`src/rtl/uart_rx_fifo.sv`:
```
// 8N1 serial receiver with a programmable clocks-per-bit divider, feeding a
// small byte FIFO with sticky overrun / framing-error flags.
module uart_rx_fifo #(
    parameter int FIFO_DEPTH = 4,
    parameter int DIV_WIDTH  = 32
) (
    input  logic                          clk,
    input  logic                          reset,
    input  logic                          ser_rx,
    input  logic [DIV_WIDTH-1:0]          cfg_divider,
    input  logic                          rd_en,
    output logic [7:0]                    rd_data,
    output logic                          rd_valid,
    output logic [$clog2(FIFO_DEPTH):0]   fifo_level,
    output logic                          overrun,
    output logic                          frame_err,
    input  logic                          err_clr
);

    localparam int AW = $clog2(FIFO_DEPTH);
    localparam int LW = AW + 1;
    localparam logic [DIV_WIDTH-1:0] ONE = DIV_WIDTH'(1);
    localparam logic [DIV_WIDTH-1:0] TWO = DIV_WIDTH'(2);

    localparam logic [1:0] S_IDLE  = 2'd0;
    localparam logic [1:0] S_START = 2'd1;
    localparam logic [1:0] S_DATA  = 2'd2;
    localparam logic [1:0] S_STOP  = 2'd3;

    logic                 rx_m, rx_s;
    logic [1:0]           state;
    logic [DIV_WIDTH-1:0] cnt;
    logic [DIV_WIDTH-1:0] div, half;
    logic [2:0]           bit_idx;
    logic [7:0]           shreg;
    logic                 stop_tick, push, fe_set;

    logic [7:0]    mem [FIFO_DEPTH];
    logic [AW-1:0] wr_ptr, rd_ptr;
    logic          full, pop, do_push, ovr_set;

    always_ff @(posedge clk or posedge reset) begin
        if (reset) begin
            rx_m <= 1'b1;
            rx_s <= 1'b1;
        end else begin
            rx_m <= ser_rx;
            rx_s <= rx_m;
        end
    end

    assign div  = (cfg_divider < TWO) ? TWO : cfg_divider;
    assign half = div >> 1;

    // The stop sample pushes combinationally so the byte is visible the very next cycle.
    assign stop_tick = (state == S_STOP) && (cnt == div - ONE);
    assign push      = stop_tick && rx_s;
    assign fe_set    = stop_tick && !rx_s;

    always_ff @(posedge clk or posedge reset) begin
        if (reset) begin
            state   <= S_IDLE;
            cnt     <= '0;
            bit_idx <= '0;
            shreg   <= '0;
        end else begin
            case (state)
                S_IDLE: begin
                    cnt <= '0;
                    if (!rx_s) state <= S_START;
                end
                S_START: begin
                    if (cnt == half - ONE) begin
                        cnt     <= '0;
                        bit_idx <= '0;
                        state   <= rx_s ? S_IDLE : S_DATA;
                    end else begin
                        cnt <= cnt + ONE;
                    end
                end
                S_DATA: begin
                    if (cnt == div - ONE) begin
                        cnt     <= '0;
                        shreg   <= {rx_s, shreg[7:1]};
                        bit_idx <= bit_idx + 3'd1;
                        if (bit_idx == 3'd7) state <= S_STOP;
                    end else begin
                        cnt <= cnt + ONE;
                    end
                end
                default: begin
                    if (stop_tick) begin
                        cnt   <= '0;
                        state <= S_IDLE;
                    end else begin
                        cnt <= cnt + ONE;
                    end
                end
            endcase
        end
    end

    assign full     = (fifo_level == LW'(FIFO_DEPTH));
    assign rd_valid = (fifo_level != '0);
    assign pop      = rd_en && rd_valid;
    // When full, a simultaneous pop frees the slot the push lands in.
    assign do_push  = push && (!full || pop);
    assign ovr_set  = push && full && !pop;
    assign rd_data  = mem[rd_ptr];

    always_ff @(posedge clk or posedge reset) begin
        if (reset) begin
            for (int i = 0; i < FIFO_DEPTH; i++) mem[i] <= '0;
            wr_ptr     <= '0;
            rd_ptr     <= '0;
            fifo_level <= '0;
        end else begin
            if (do_push) begin
                mem[wr_ptr] <= shreg;
                wr_ptr      <= wr_ptr + AW'(1);
            end
            if (pop) rd_ptr <= rd_ptr + AW'(1);
            fifo_level <= fifo_level + LW'(do_push) - LW'(pop);
        end
    end

    always_ff @(posedge clk or posedge reset) begin
        if (reset) begin
            overrun   <= 1'b0;
            frame_err <= 1'b0;
        end else begin
            overrun   <= ovr_set || (overrun && !err_clr);
            frame_err <= fe_set || (frame_err && !err_clr);
        end
    end

endmodule

```
`config.mk`:
```
export PLATFORM = sky130hd
export DESIGN_NAME = uart_rx_fifo
export DESIGN_NICKNAME = d
export VERILOG_FILES = /design/src/rtl/uart_rx_fifo.sv
export SDC_FILE = /design/constraint.sdc
export NUM_CORES = 1
export LEC_CHECK = 0
export ABC_AREA = 0
export BUFFER_PORTS_ARGS = -buffer_cell sky130_fd_sc_hd__buf_4
export CORE_MARGIN = 2
export CORE_UTILIZATION = 40
export CTS_BUF_LIST = sky130_fd_sc_hd__clkbuf_4
export CTS_CLUSTER_SIZE = 28
export DETAILED_ROUTE_END_ITERATION = 12
export GPL_ROUTABILITY_DRIVEN = 0
export PLACE_DENSITY = 0.64
export SYNTH_ARGS = -nofsm -noshare
export SYNTH_HDL_FRONTEND = slang
export SYNTH_SLANG_ARGS = --single-unit
```
`constraint.sdc`:
```
create_clock -name clk -period 11 [get_ports clk]
set_clock_uncertainty 0.05 [all_clocks]
set_input_delay 2.2 -clock clk [delete_from_list [all_inputs] [get_ports clk]]
set_output_delay 2.2 -clock clk [all_outputs]
set_load 0.05 [all_outputs]
```
==> impl_results.md, run 1 <==
- Outcome: finished clean
- Ant diodes: 0
- DRC Markers: 0
- Num CTS Buffers: 9
- Min Tclk post-route: 7910 ps
- Total track usage: 0.200
- Syn nets: 701
- Worst-margin pin slew: 1110 ps
- Initial antenna violation count: 0
- Kind of critical path: primary input to flip-flop
- Hold_sp: rx_m
- Most area-hungry cell type in the Yosys netlist: dfrtp_1
- Hold Vio Cnt, Final: 0
- Cells after Synth: 652
- Final Cycle Share: 0.719
- Synth area leaders: dfrtp_1 (34%), xnor2_1 (9.7%), xor2_1 (6.5%)
- Antenna-violating nets left: 0
- Root Buffer: clkbuf_4
- Die area: 0.0168 mm2
- CP Max Fanout: 12
- Tot Pwr: 0.000589 W
- Post-synth EDFFs: 0
- Slew Viols, Final: 0
- Layout Cells excl Fill: 890
- Post-Syn Area: 0.00630 mm2
- Final Setup Violations: 0
- Synth Area per Inst: 9.66 um2
- Crit path buf inv count: 4
- #FFs+latches synth: 88
- R2r endpoint: fifo_level[2]
- Die width: 129 um
- Final WL: 16300 um
- Worst skew pair latency: 520 ps
- VDD IR max: 0.0754 mV
- Worst slew margin: 0.259
- Detailed placement HPWL: 12200 um
- Cell Pwr Density: 84.9 mW/mm2
- Post-CTS Hold Fix Bufs: 0
- Final Util: 0.452
- Hold path endpoint: rx_s
- RSZ-0062 raised after global routing: false
- Grt ovf: 0
- Critical Path RT: 11370 ps
- Setup crit start: cfg_divider[15]
- Io pins: 51
- Worst path top cell family by delay: simple AND/OR/NAND/NOR gates
- CP arrival: 8290 ps
- Vias per cell: 5.79
- Min-delay worst type: flip-flop to flip-flop
- Crit-path cells: buf_4, nor4_2, nand4_1, o21a_1, inv_1, ha_1, nand2_1, nor4b_1, a21oi_1, or4b_1, nor4_1, nand2_1, nor3_1, nand2_1, ha_1, inv_1, ha_1, inv_1, fa_1, xnor2_1, xnor2_1
- Wire per inst: 18.3 um
- Row Count: 45
- Count of cell types in the netlist: 70
- DRT iter0 DRCs: 387
- Core ar.: 0.0153 mm2
- FF-to-FF setup slack: 6510 ps
- Largest net degree at the start of global routing: 89
- Ys async rst share: 1.00
- Port bufs: 50
- Area grow syn2layout: 10.1%
- Register area share after synthesis: 0.350
- Final nets: 723
- H-tree Lvls: 3
- Layout cells sized above 1: 0.205
- FF-to-FF Start: cnt[6]
- Initial Utilization: 0.411
- Clock Pin Slew Worst Setup and Hold Paths: 150 ps
- Vias in the first global route: 4939
- Worst R2R Path Depth: 15
- Setup crit end kind: flip-flop
- DR pass1 iterations: 5
- Share of Yosys cell area claimed by the top area cell type: 0.342
- Number of max-cap violations: 0
- TritonCTS Sinks: 88
- # Post-CTS Setup Buffers: 0
- Post-CTS resize count: 0
- Hold path depth: 0
- Vias: 5153
- Slowest-stage cell, CP: nor4_1
- First-pass GRT wire length: 25800 um
- Yosys synthesis warning count: 0
- Placed Instances: 874
- Post-Route Setup TNS: 0 ps
- Ys flop type: dfrtp_1
- Fmax: 126 MHz
- CTS max path bufs: 2
- CP Launch Type: primary input
- Leakage power: 2.91 nW
- Die Y: 129 um
- Max incr delay on CP: 850 ps
- TritonCTS clock tree: built
## power by group
part / internal [W] / total [W] / switching [W]
combinational: 0.0000271 / 0.0000713 / 0.0000442
sequential: 0.000324 / 0.000325 / 0.000000264
clock: 0.0000531 / 0.000193 / 0.000140
## Yosys cell counts, types with 16 or more instances
| master | number |
|---|---|
| clkbuf_1 | 33 |
| dfrtp_1 | 86 |
| inv_1 | 19 |
| mux2_2 | 31 |
| nand2_1 | 27 |
| nand3_1 | 28 |
| nand4_1 | 21 |
| nor2_1 | 58 |
| nor3_1 | 21 |
| nor4_1 | 16 |
| xnor2_1 | 70 |
| xor2_1 | 47 |
## per-layer routing
metal	vias up	GRT usage	share of wire	wire length, um
met1	2506	0.257	0.43	7040
met3	39	0.0508	0.077	1260
met4	0	0.0721	0.027	434
met2	224	0.327	0.46	7570
li1	2384	-	-	-
met5	-	0	0	0
## final cells by class
class	instances	area, um2
clock buffer	9	67.6
clock inverter	7	70.1
fill	1509	8390
inverter	19	72.6
multi-input combinational	503	3850
sequential	88	2200
tap	211	264
timing repair buffer	53	398
## registers in the layout, indices dropped and copies added, names as in the netlist
signal and flops:
state 2, frame_err 1, rd_ptr 2, rx_m 1
wr_ptr 2, rx_s 1, bit_idx 3, mem 32
shreg 8, cnt 32, overrun 1, fifo_level 3
## layout by cell type, fill, tap and decap left out, types with 4 or more instances in the layout
cell	netlist	routed
xor2_1	47	47
nor4_1	16	16
nand3_4	4	4
nand2b_1	5	5
or4_1	4	4
nor4b_1	6	6
dfrtp_1	86	86
inv_1	19	18
nor4_2	4	4
a21oi_1	14	14
xnor2_1	70	70
nor2_1	58	58
nand3_1	28	28
mux2_2	31	31
a31oi_1	7	7
and2_1	4	4
nor3_1	21	21
mux2_4	8	8
mux4_2	8	8
inv_6	0	4
buf_4	0	53
nand4_1	21	21
nand2_1	27	27
a41oi_1	4	4
o21ai_0	14	14
o31ai_1	4	4
nor2b_1	8	8
clkbuf_4	0	9
and3_1	14	14
ha_1	11	11
or3_1	4	4
## per-stage QoR
step / hold WS, ps / instance area, um2 / setup WS [ps]
after floorplan: 295 / 6300 / 3680
after global placement: 298 / 6790 / 3030
after detailed placement: 298 / 6790 / 2830
after CTS: 318 / 6930 / 3360
after global routing: 325 / 6930 / 2760
final: 316 / 6930 / 3090
## how the worst max path moves through the flow
stage	to	slack (ps)	depth (start not counted)
after floorplan	fifo_level[2]	3680	23
after global placement	fifo_level[2]	3030	21
after detailed placement	fifo_level[2]	2830	21
after CTS	fifo_level[2]	3360	21
after global routing	fifo_level[2]	2760	21
final	fifo_level[2]	3090	21
## cell families after synthesis
family                     count (synthesis)  share of synthesized area
and+or+nand+nor                          247                      0.229
xor gates and xnor gates                 117                      0.163
DFF                                       88                      0.350
AOI/OAI and AO/OA                         75                     0.0827
buffers and inverters                     61                     0.0386
muxes                                     52                      0.111
adders and majority gates                 12                     0.0250
(Power assumes the default switching activity.)
==> run 2, diff against run 1 <==
Clock period 11 ns to 7.3 ns, I/O delays scaled along.
==> impl_results.md, run 2 (same netlist as run 1, synthesis figures left out) <==
- FF-to-FF Start: cnt[6]
- Kind of critical path: primary input to flip-flop
- Post-CTS Hold Fix Bufs: 0 (unchanged)
- Wire per inst: 18.5 um (+0.90%)
- Max incr delay on CP: 580 ps (-270 ps)
- Post-DP Area: 0.00684 mm2 (+0.77%)
- Outcome: finished clean
- CTS max path bufs: 2 (unchanged)
- Final Cell Area: 0.00698 mm2 (+0.79%)
- Most frequent cells in the layout: dfrtp_1 (86), xnor2_1 (70), buf_4 (60)
- Root Buffer: clkbuf_4
- Clock Pin Slew Worst Setup and Hold Paths: 160 ps (about the same)
- Crit path to: fifo_level[2]
- Slowest-stage cell, CP: or4b_1
- Layout cells sized above 1: 0.213 (+0.00812)
- Area grow syn2layout: 10.9%
- Detailed placement HPWL: 12400 um (+1.7%)
- DRC Markers: 0 (unchanged)
- Vias: 5142 (-0.21%)
- RSZ-0062 raised after global routing: false
- Grt ovf: 0 (unchanged)
- Worst-margin pin slew: 1110 ps (+1.55 ps)
- Fillers: 1528 (+1.3%)
- DRT iter0 DRCs: 425 (+9.8%)
- Cell Pwr Density: 126 mW/mm2 (+48%)
- Row Count: 45 (unchanged)
- Final nets: 730 (+0.97%)
- TritonCTS Sinks: 88 (unchanged)
- FF-to-FF setup slack: 3150 ps (-3360 ps)
- Initial Utilization: 0.411 (unchanged)
- Vias in the first global route: 4888 (-1.0%)
- Crit path buf inv count: 5 (+1)
- R2r endpoint: fifo_level[2]
- Most common cell after layout, fill and taps aside: dfrtp_1
- Vias per cell: 5.73 (-0.99%)
- CP Launch Type: primary input
- First-pass GRT wire length: 26200 um (+1.3%)
- Die Y: 129 um (unchanged)
- DR pass1 iterations: 6 (+1)
- H-tree Lvls: 3 (unchanged)
- Setup crit start: cfg_divider[17]
- Core ar.: 0.0153 mm2 (unchanged)
- VDD IR max: 0.0607 mV (-19%)
- Min Tclk post-route: 6550 ps
- Total track usage: 0.202 (+0.00224)
- # Post-CTS Setup Buffers: 0 (unchanged)
- Fmax: 153 MHz
- Tot Pwr: 0.000879 W (+49%)
- Worst path top cell family by delay: simple AND/OR/NAND/NOR gates
- Min-delay worst type: flip-flop to flip-flop
- Slew Viols, Final: 0 (unchanged)
- CP Depth: 22 (+4.8%)
- Post-CTS resize count: 0 (unchanged)
- Port bufs: 50 (unchanged)
- Die area: 0.0168 mm2 (unchanged)
- Final Cycle Share: 0.897
- Ant diodes: 0 (unchanged)
- Io pins: 51 (unchanged)
- Largest net degree at the start of global routing: 89 (unchanged)
- Crit-path cells: buf_4, nor4_1, nand4_1, o21a_1, inv_1, ha_1, nand2_1, nor4b_1, a21oi_1, or4b_1, nor4_1, buf_4, nand2_1, nor3_1, nand2_1, ha_1, inv_1, ha_1, inv_1, fa_1, xnor2_1, xnor2_1
- Top Registers: cnt x32, mem x32, shreg x8
- Die width: 129 um (unchanged)
- Setup crit end kind: flip-flop
- Worst R2R Path Depth: 16 (+1)
- CP Max Fanout: 9 (-3)
- Antenna-violating nets left: 0 (unchanged)
- Number of max-cap violations: 0 (unchanged)
- TritonCTS clock tree: built
- CP arrival: 6900 ps (-1390 ps)
- Final Setup Violations: 0 (unchanged)
- Hold Vio Cnt, Final: 0 (unchanged)
- Final WL: 16600 um (+1.7%)
- Initial antenna violation count: 0 (unchanged)
- Critical Path RT: 7650 ps (-3720 ps)
- Worst slew margin: 0.258 (-0.00104)
- Num CTS Buffers: 9 (unchanged)
- Post-Route Setup TNS: 0 ps (unchanged)
- Leakage power: 2.95 nW (+1.3%)
- Worst skew pair latency: 490 ps (-30 ps)
==> run 2: cell types whose count changed in the layout (fill, tap and decap cells not counted) <==
cell | previous run | this run
inv_8 | 1 | 2
inv_6 | 4 | 2
clkinv_4 | 0 | 1
buf_4 | 53 | 60
==> run 2: layout make-up <==
type,count,area [um2],share of cell area
Multi-Input combinational cell,503,3850,0.552
Clock inverter,7,72.6,0.0104
Sequential cell,88,2200,0.316
Timing Repair Buffer,60,450,0.0645
Tap cell,211,264,0.0378
Clock buffer,9,67.6,0.00967
Inverter,19,72.6,0.0104
==> run 2: worst register-to-register path, delay by kind of cell (launching register included) <==
| kind | cells | cell delay [ps] |
|---|---|---|
| flops | 1 | 520 |
| compound gates | 1 | 80 |
| simple gates | 6 | 1700 |
| buf+inv | 3 | 320 |
| fa+ha+maj | 3 | 810 |
| xor+xnor | 3 | 600 |
==> run 2: power by group <==
group | internal (W) | switching (W) | total, W
sequential | 0.000489 | 0.000000475 | 0.000489
combinational | 0.0000416 | 0.0000672 | 0.000109
clock | 0.0000805 | 0.000201 | 0.000281
==> run 2: per-stage QoR <==
step           worst slack (ps)  utilization  std cells  hold WS, ps
6_report                    755        0.456        897          318
5_1_grt                     457        0.456        897          328
4_1_cts                     917        0.456        897          320
3_5_place_dp                414        0.447        881          298
3_3_place_gp                574        0.447        881          297
2_1_floorplan               716            -        652          295
==> run 2: worst min-delay path by stage <==
| stage | from | end | slack (ps) | cells past startpoint |
|---|---|---|---|---|
| final | rx_m | rx_s | 320 | 0 |
| after global routing | rx_m | rx_s | 330 | 0 |
| after CTS | rx_m | rx_s | 320 | 0 |
| after detailed placement | rx_m | rx_s | 300 | 0 |
| after global placement | rx_m | rx_s | 300 | 0 |
| after floorplan | rx_m | rx_s | 300 | 0 |
==> run 2: metal layers <==
layer	track usage	wire, um	vias up
li1	-	-	2404
met3	0.0400	1090	32
met4	0.0759	417	0
met1	0.268	7320	2517
met2	0.327	7740	189
met5	0	0	-
